$ cat src/rtl/game_over_sequencer_if.sv
// Overlay sequencer bundle: game-state strobes and key in, overlay controls out.
// The game-logic side uses the master modport; the sequencer uses the slave.
// dbg_state mirrors the sequencer's FSM state so checkers can bind to it.
interface game_over_sequencer_if;
    // Inputs to the sequencer
    logic        startOfFrame;     // one-cycle pulse per video frame
    logic        gameOverEvent;    // one-cycle pulse from game logic
    logic        restartKey;       // synchronized level, active-high

    // Outputs from the sequencer
    logic        overlayVisible;   // overlay 'visible' input
    logic [10:0] overlayTopLeftX;  // constant overlay X
    logic [10:0] overlayTopLeftY;  // animated overlay Y
    logic        restartRequest;   // one-cycle restart pulse to game controller
    logic        busy;             // high outside IDLE
    logic [2:0]  dbg_state;        // current FSM state encoding

    modport master (
        output startOfFrame,
        output gameOverEvent,
        output restartKey,
        input  overlayVisible,
        input  overlayTopLeftX,
        input  overlayTopLeftY,
        input  restartRequest,
        input  busy,
        input  dbg_state
    );

    modport slave (
        input  startOfFrame,
        input  gameOverEvent,
        input  restartKey,
        output overlayVisible,
        output overlayTopLeftX,
        output overlayTopLeftY,
        output restartRequest,
        output busy,
        output dbg_state
    );
endinterface

$ cat src/rtl/game_over_sequencer.sv
// game_over_sequencer: drives the full-screen GAME OVER overlay.
// Sequence on a game-over pulse: drop-in animation, blink, hold for the
// restart key, then a one-cycle restart request. Clocked by the pixel clock.
// Optional macro GAMEOVER_TIMEOUT_EN: HOLD auto-restarts after TIMEOUT_FRAMES
// frame ticks if the key is never pressed.
//
// Strobe semantics: startOfFrame and gameOverEvent are single-cycle pulses
// sampled on the rising clock edge; there is no back-pressure. restartRequest
// is a single-cycle pulse the consumer must accept in the cycle it is high.
module game_over_sequencer #(
    parameter int X_POS          = 170,
    parameter int START_Y        = 0,
    parameter int FINAL_Y        = 10,
    parameter int DROP_STEP      = 4,
    parameter int BLINK_FRAMES   = 8,
    parameter int BLINK_TOGGLES  = 6,
    parameter int TIMEOUT_FRAMES = 600
) (
    input  logic                  clk,
    input  logic                  resetN,
    game_over_sequencer_if.slave  bus
);

    typedef enum logic [2:0] {
        ST_IDLE    = 3'd0,
        ST_DROP    = 3'd1,
        ST_BLINK   = 3'd2,
        ST_HOLD    = 3'd3,
        ST_RESTART = 3'd4
    } state_t;

    localparam logic [10:0] START_Y_L     = 11'(START_Y);
    localparam logic [10:0] FINAL_Y_L     = 11'(FINAL_Y);
    localparam logic [11:0] FINAL_Y_12    = 12'(FINAL_Y);
    localparam logic [11:0] DROP_STEP_12  = 12'(DROP_STEP);
    localparam logic [15:0] BLINK_LAST    = 16'(BLINK_FRAMES - 1);
    localparam logic [15:0] TOGGLE_LAST   = 16'(BLINK_TOGGLES - 1);

    state_t      state_q,  state_d;
    logic        vis_q,    vis_d;
    logic [10:0] y_q,      y_d;
    logic        req_q,    req_d;
    logic        busy_q,   busy_d;
    logic [15:0] frame_q,  frame_d;    // frames within the current blink half-period
    logic [15:0] toggle_q, toggle_d;   // visibility toggles done in BLINK
    logic        armed_q,  armed_d;    // key seen released while in HOLD

`ifdef GAMEOVER_TIMEOUT_EN
    localparam logic [15:0] TIMEOUT_LAST = 16'(TIMEOUT_FRAMES - 1);
    logic [15:0] hold_cnt_q, hold_cnt_d;   // frame ticks spent in HOLD
`else
    // Timeout is compiled out; keep the parameter referenced so it is not
    // reported as dangling.
    logic unused_timeout;
    assign unused_timeout = ^TIMEOUT_FRAMES;
`endif

    logic [11:0] y_sum;
    logic [10:0] y_clamped;

    // Next drop position: 12-bit sum so it cannot wrap, then clamp to FINAL_Y.
    always_comb begin
        y_sum     = {1'b0, y_q} + DROP_STEP_12;
        y_clamped = y_sum[10:0];
        if (y_sum >= FINAL_Y_12) begin
            y_clamped = FINAL_Y_L;
        end
    end

    // State and output registers; async active-low reset to the idle values.
    always_ff @(posedge clk or negedge resetN) begin
        if (!resetN) begin
            state_q  <= ST_IDLE;
            vis_q    <= 1'b0;
            y_q      <= START_Y_L;
            req_q    <= 1'b0;
            busy_q   <= 1'b0;
            frame_q  <= '0;
            toggle_q <= '0;
            armed_q  <= 1'b0;
`ifdef GAMEOVER_TIMEOUT_EN
            hold_cnt_q <= '0;
`endif
        end else begin
            state_q  <= state_d;
            vis_q    <= vis_d;
            y_q      <= y_d;
            req_q    <= req_d;
            busy_q   <= busy_d;
            frame_q  <= frame_d;
            toggle_q <= toggle_d;
            armed_q  <= armed_d;
`ifdef GAMEOVER_TIMEOUT_EN
            hold_cnt_q <= hold_cnt_d;
`endif
        end
    end

    // Next-state and next-output logic; everything holds unless a state acts.
    always_comb begin
        state_d  = state_q;
        vis_d    = vis_q;
        y_d      = y_q;
        req_d    = 1'b0;
        busy_d   = busy_q;
        frame_d  = frame_q;
        toggle_d = toggle_q;
        armed_d  = armed_q;
`ifdef GAMEOVER_TIMEOUT_EN
        hold_cnt_d = hold_cnt_q;
`endif

        case (state_q)
            ST_IDLE: begin
                // A frame tick coincident with the event is deliberately not
                // counted; the first step happens on the next tick.
                if (bus.gameOverEvent) begin
                    state_d  = ST_DROP;
                    y_d      = START_Y_L;
                    vis_d    = 1'b1;
                    busy_d   = 1'b1;
                    frame_d  = '0;
                    toggle_d = '0;
                    armed_d  = 1'b0;
                end
            end

            ST_DROP: begin
                if (bus.startOfFrame) begin
                    y_d = y_clamped;
                    if (y_clamped == FINAL_Y_L) begin
                        state_d  = ST_BLINK;
                        frame_d  = '0;
                        toggle_d = '0;
                    end
                end
            end

            ST_BLINK: begin
                if (bus.startOfFrame) begin
                    if (frame_q == BLINK_LAST) begin
                        frame_d  = '0;
                        vis_d    = ~vis_q;
                        toggle_d = toggle_q + 16'd1;
                        if (toggle_q == TOGGLE_LAST) begin
                            // Last toggle: settle visible and wait for the key.
                            state_d = ST_HOLD;
                            vis_d   = 1'b1;
                            armed_d = 1'b0;
`ifdef GAMEOVER_TIMEOUT_EN
                            hold_cnt_d = '0;
`endif
                        end
                    end else begin
                        frame_d = frame_q + 16'd1;
                    end
                end
            end

            ST_HOLD: begin
                // Arming needs a released key first, so a key still held down
                // from gameplay cannot skip the screen.
                if (!bus.restartKey) begin
                    armed_d = 1'b1;
                end
                if (armed_q && bus.restartKey) begin
                    state_d = ST_RESTART;
                    req_d   = 1'b1;
                end
`ifdef GAMEOVER_TIMEOUT_EN
                else if (bus.startOfFrame) begin
                    if (hold_cnt_q == TIMEOUT_LAST) begin
                        state_d = ST_RESTART;
                        req_d   = 1'b1;
                    end else begin
                        hold_cnt_d = hold_cnt_q + 16'd1;
                    end
                end
`endif
            end

            ST_RESTART: begin
                // restartRequest is high for this single cycle only.
                state_d = ST_IDLE;
                vis_d   = 1'b0;
                y_d     = START_Y_L;
                armed_d = 1'b0;
                busy_d  = 1'b0;
            end

            default: begin
                state_d = ST_IDLE;
                vis_d   = 1'b0;
                y_d     = START_Y_L;
                busy_d  = 1'b0;
                armed_d = 1'b0;
            end
        endcase
    end

    assign bus.overlayVisible  = vis_q;
    assign bus.overlayTopLeftX = 11'(X_POS);
    assign bus.overlayTopLeftY = y_q;
    assign bus.restartRequest  = req_q;
    assign bus.busy            = busy_q;
    assign bus.dbg_state       = state_q;

endmodule

$ cat src/flat_wrapper.sv
// flat-port wrapper written by rule: the top's interface ports become plain ports
module game_over_sequencer_flat 
#(
    parameter int X_POS          = 170,
    parameter int START_Y        = 0,
    parameter int FINAL_Y        = 10,
    parameter int DROP_STEP      = 4,
    parameter int BLINK_FRAMES   = 8,
    parameter int BLINK_TOGGLES  = 6,
    parameter int TIMEOUT_FRAMES = 600
)
  (clk, resetN, bus_startOfFrame, bus_gameOverEvent, bus_restartKey, bus_overlayVisible, bus_overlayTopLeftX, bus_overlayTopLeftY, bus_restartRequest, bus_busy, bus_dbg_state);
  game_over_sequencer_if bus_i ();
  input  logic clk;
  input  logic resetN;
  input wire logic [$bits(bus_i.startOfFrame)-1:0] bus_startOfFrame;
  input wire logic [$bits(bus_i.gameOverEvent)-1:0] bus_gameOverEvent;
  input wire logic [$bits(bus_i.restartKey)-1:0] bus_restartKey;
  output wire logic [$bits(bus_i.overlayVisible)-1:0] bus_overlayVisible;
  output wire logic [$bits(bus_i.overlayTopLeftX)-1:0] bus_overlayTopLeftX;
  output wire logic [$bits(bus_i.overlayTopLeftY)-1:0] bus_overlayTopLeftY;
  output wire logic [$bits(bus_i.restartRequest)-1:0] bus_restartRequest;
  output wire logic [$bits(bus_i.busy)-1:0] bus_busy;
  output wire logic [$bits(bus_i.dbg_state)-1:0] bus_dbg_state;
  assign bus_i.startOfFrame = bus_startOfFrame;
  assign bus_i.gameOverEvent = bus_gameOverEvent;
  assign bus_i.restartKey = bus_restartKey;
  assign bus_overlayVisible = bus_i.overlayVisible;
  assign bus_overlayTopLeftX = bus_i.overlayTopLeftX;
  assign bus_overlayTopLeftY = bus_i.overlayTopLeftY;
  assign bus_restartRequest = bus_i.restartRequest;
  assign bus_busy = bus_i.busy;
  assign bus_dbg_state = bus_i.dbg_state;
  game_over_sequencer #(.X_POS(X_POS), .START_Y(START_Y), .FINAL_Y(FINAL_Y), .DROP_STEP(DROP_STEP), .BLINK_FRAMES(BLINK_FRAMES), .BLINK_TOGGLES(BLINK_TOGGLES), .TIMEOUT_FRAMES(TIMEOUT_FRAMES)) u_core (.clk(clk), .resetN(resetN), .bus(bus_i));
endmodule
$ cat config.mk
export PLATFORM = sky130hd
export DESIGN_NAME = game_over_sequencer_flat
export DESIGN_NICKNAME = d
export VERILOG_FILES = /design/src/rtl/game_over_sequencer_if.sv /design/src/rtl/game_over_sequencer.sv /design/src/flat_wrapper.sv
export SDC_FILE = /design/constraint.sdc
export NUM_CORES = 1
export LEC_CHECK = 0
export CAP_MARGIN = 20
export CORE_MARGIN = 10
export CORE_UTILIZATION = 45
export CTS_CLUSTER_SIZE = 12
export DETAILED_ROUTE_END_ITERATION = 12
export GPL_ROUTABILITY_DRIVEN = 1
export HOLD_SLACK_MARGIN = 0.15
export PLACE_DENSITY = 0.66
export SLEW_MARGIN = 20
export SYNTH_ARGS = -nofsm -noshare
export SYNTH_HDL_FRONTEND = slang
export SYNTH_SLANG_ARGS = --single-unit
export TNS_END_PERCENT = 100
$ cat constraint.sdc
create_clock -name clk -period 4.58 [get_ports clk]
set_clock_uncertainty 0.1 [all_clocks]
set_input_delay 0.687 -clock clk [delete_from_list [all_inputs] [get_ports clk]]
set_output_delay 0.687 -clock clk [all_outputs]
set_load 0.02 [all_outputs]
==> impl_metrics.tcl <==
set metrics [dict create \
    status "finished clean" \
    sw_frac_of_total_pct 30.0 \
    nets 349 \
    cp_slowest_stage_delay_ps 610 \
    cts.htree.levels 2 \
    clock_path_buffers 2 \
    die_w_um 101 \
    start_util_pct 46.1 \
    syn_area_um2 2930 \
    path_buf_inv 0 \
    grt_overflow 0 \
    synth_top_area_share_pct 42.8 \
    vias 2538 \
    synthCells 322 \
    synth_area_leaders "dfrtp_1 (43%), a31oi_1 (5.6%), a21oi_1 (3.2%)" \
    drt_drc_violations_left 0 \
    cts_buffers 5 \
    yosys.area_share.simple_pct 24.4 \
    post-cts-setup-buffer-count 0 \
    synth_edf_count 0 \
    yosysMostFrequentCell "dfrtp_1" \
    grt_pass1_wl_um 11600 \
    synth_flop_cell "dfrtp_1" \
    synth_compound_area_share_pct 22.4 \
    ys_seq_elements 50 \
    place_inst 408 \
    drt_iter0_drc 182 \
    dp_hpwl_um 4790 \
    endpoint_kind "register" \
    rsz0062_at_grt "no" \
    drive_gt1_share_pct 6.78 \
    wl_um 6880 \
    io_buffers 21 \
    io_pins 33 \
    post_cts_resize_count 0 \
    arrival_ps 2920 \
    avgRoutedWirePerCell_um 16.5 \
    setup_tns_ps 0 \
    cts_root_buf "clkbuf_8" \
    final.period_utilization_pct 61.0 \
    clock_power_share_pct 33.9 \
    leakagePower_nw 1.44 \
    critical_path_class "reg2reg" \
    synthTopCellsByCount "dfrtp_1 (50), a31oi_1 (26), nand2_1 (25)" \
    grt_max_degree 51 \
    synth_cell_types 58 \
    period_needed_ps 2790 \
    hold_class "in2async" \
    grt_pass1_vias 2356 \
    synthToLayoutAreaGrowth_pct 11.6 \
    clk_latency_ps 310 \
    p_seq_share_pct 49.2 \
    async_reset_ff_share_pct 100 \
    crit_family "simple AND/OR/NAND/NOR gates" \
    fp.dieArea_um2 10100 \
    setup_viol 0 \
    rows 29 \
    cts_tree "yes" \
    grt.total_usage_pct 13.6 \
    yosys-mux-area-fraction_pct 0.727 \
    p_sw_mw 0.334 \
    antenna_found_initial 0 \
    synth_top_family_by_area "simple AND/OR/NAND/NOR gates" \
    yosys.area_share.xor_xnor_pct 0 \
    required_ps 4700 \
    drv_slew 0 \
    worst_setup_path_start_kind "register" \
    max_slew_margin_pct 34.4 \
    clk_pin_slew_ps 100 \
    holdWs_ps 374 \
    seq_area_frac_synth_pct 42.8 \
    fin_cells 416 \
    path_cells "ha_1, and4bb_2, nand4_2, and2_1, nor4_1, a31oi_1, o21ai_0" \
    cts_hold_buf 0 \
    p_comb_share_pct 16.9 \
    drt_pass1_iterations 4 \
    synth_fa_ha_area_share_pct 2.57 \
    cap_violations 0 \
    n_fill_cell 589 \
    ys_warn_count 0 \
    core_area_um2 6350 \
    ant_nets 0 \
    numClockSinks 50 \
    diodes 0 \
    syn_area_per_cell_um2 9.09 \
    die_h_um 101 \
    crit_fanout 16 \
    vias_per_cell 6.10 \
    synth_top_area_cell "dfrtp_1" \
    worst_pin_slew_ps 983 \
    slowest_stage "nor4_1" \
    place_congestion 0.854 \
    internal_power_mw 0.779 \
    pwr_density_cell_nw_per_um2 341 \
    finalHoldViolCount 0 \
    clock.fmax_mhz 358 \
    peakVddDrop_v 0.000180 \
]
worst paths after layout:
check	start	end	slack, ps	depth (start not counted)
setup / recovery	u_core.frame_q[0]	u_core.toggle_q[9]	1790	7
hold / removal	resetN	u_core.bus.restartRequest	370	2
setup reg to reg	u_core.frame_q[0]	u_core.toggle_q[9]	1790	7
hold reg to reg	u_core.frame_q[15]	u_core.frame_q[15]	400	1
max in group asynchronous	resetN	u_core.frame_q[3]	3560	2
min in group clk	u_core.frame_q[15]	u_core.frame_q[15]	400	1
worst reg2reg max path: stages, from the launching register on:
cell,delay (ps)
dfrtp_1,420
ha_1,310
and4bb_2,280
nand4_2,250
and2_1,500
nor4_1,620
a31oi_1,150
o21ai_0,90
metal layers:
metal  global-route usage, %  share of wire [%]  wire, um  vias to the layer above
met5                       0                  0         0                        -
met4                    4.35                1.0        72                        0
met3                    3.29                6.4       437                        9
met2                    20.9                 46      3190                       68
met1                    18.2                 46      3180                     1249
li1                        -                  -         -                     1212
cell type report:
cell class	count	area, um^2	share of cell area, %
Timing Repair Buffer	24	228	6.97
Inverter	12	45.0	1.38
Clock buffer	5	68.8	2.11
Tap cell	77	96.3	2.95
Clock inverter	3	68.8	2.11
Multi-Input combinational cell	245	1510	46.2
Sequential cell	50	1250	38.3
metrics by stage:
step	cell area, um^2	utilization [%]	worst slack, ps	power [mW]
6_report	3270	51.4	1790	1.11
5_1_grt	3270	51.4	1510	1.17
4_1_cts	3270	51.4	1780	1.12
3_5_place_dp	3130	49.3	1480	0.741
3_3_place_gp	3130	49.3	1530	0.736
2_1_floorplan	2960	-	2160	0.680
registers in the layout, summed over array words and instances (netlist names):
name and count:
u_core.armed_q 1, u_core.bus.busy 1, u_core.bus.dbg_state 3, u_core.bus.overlayTopLeftY 11, u_core.bus.overlayVisible 1, u_core.bus.restartRequest 1, u_core.frame_q 16, u_core.toggle_q 16
logic make-up after synthesis:
logic type | after synthesis
AO/OA/AOI/OAI | 97
adder cells (fa/ha/maj) | 6
buffers and inverters | 36
flip-flops | 50
multiplexers | 2
other | 2
AND/OR/NAND/NOR | 129
power by group through the flow:
stage	clock [mW]	sequential [mW]	combinational, mW
floorplan	0	0.536	0.144
global placement	0	0.554	0.182
detailed placement	0	0.552	0.189
CTS	0.385	0.545	0.189
global route	0.401	0.556	0.213
finish	0.377	0.548	0.188
cells in the final DEF (no fill, tap or decap), types with 2 or more instances in the layout:
cell type	Yosys	layout
nand3_1	18	18
o21ai_0	15	15
dfrtp_1	50	50
o21a_1	3	3
ha_1	6	6
and2_1	9	9
a21o_1	3	3
nor4_1	8	8
nor4_4	2	2
bufinv_16	0	2
nor3_1	10	10
a31oi_1	26	26
nor2b_1	6	6
buf_4	12	3
a21oi_1	19	19
nor2_1	23	23
conb_1	2	11
nand2b_1	4	4
nand4_1	5	5
a41oi_1	5	5
nand2_1	25	25
a211oi_1	2	2
and3_1	8	8
o31ai_1	4	4
o22a_1	2	2
clkdlybuf4s50_1	0	20
inv_1	12	12
clkbuf_8	0	5
a311oi_1	2	2
Power figures use the tool's default switching activity.
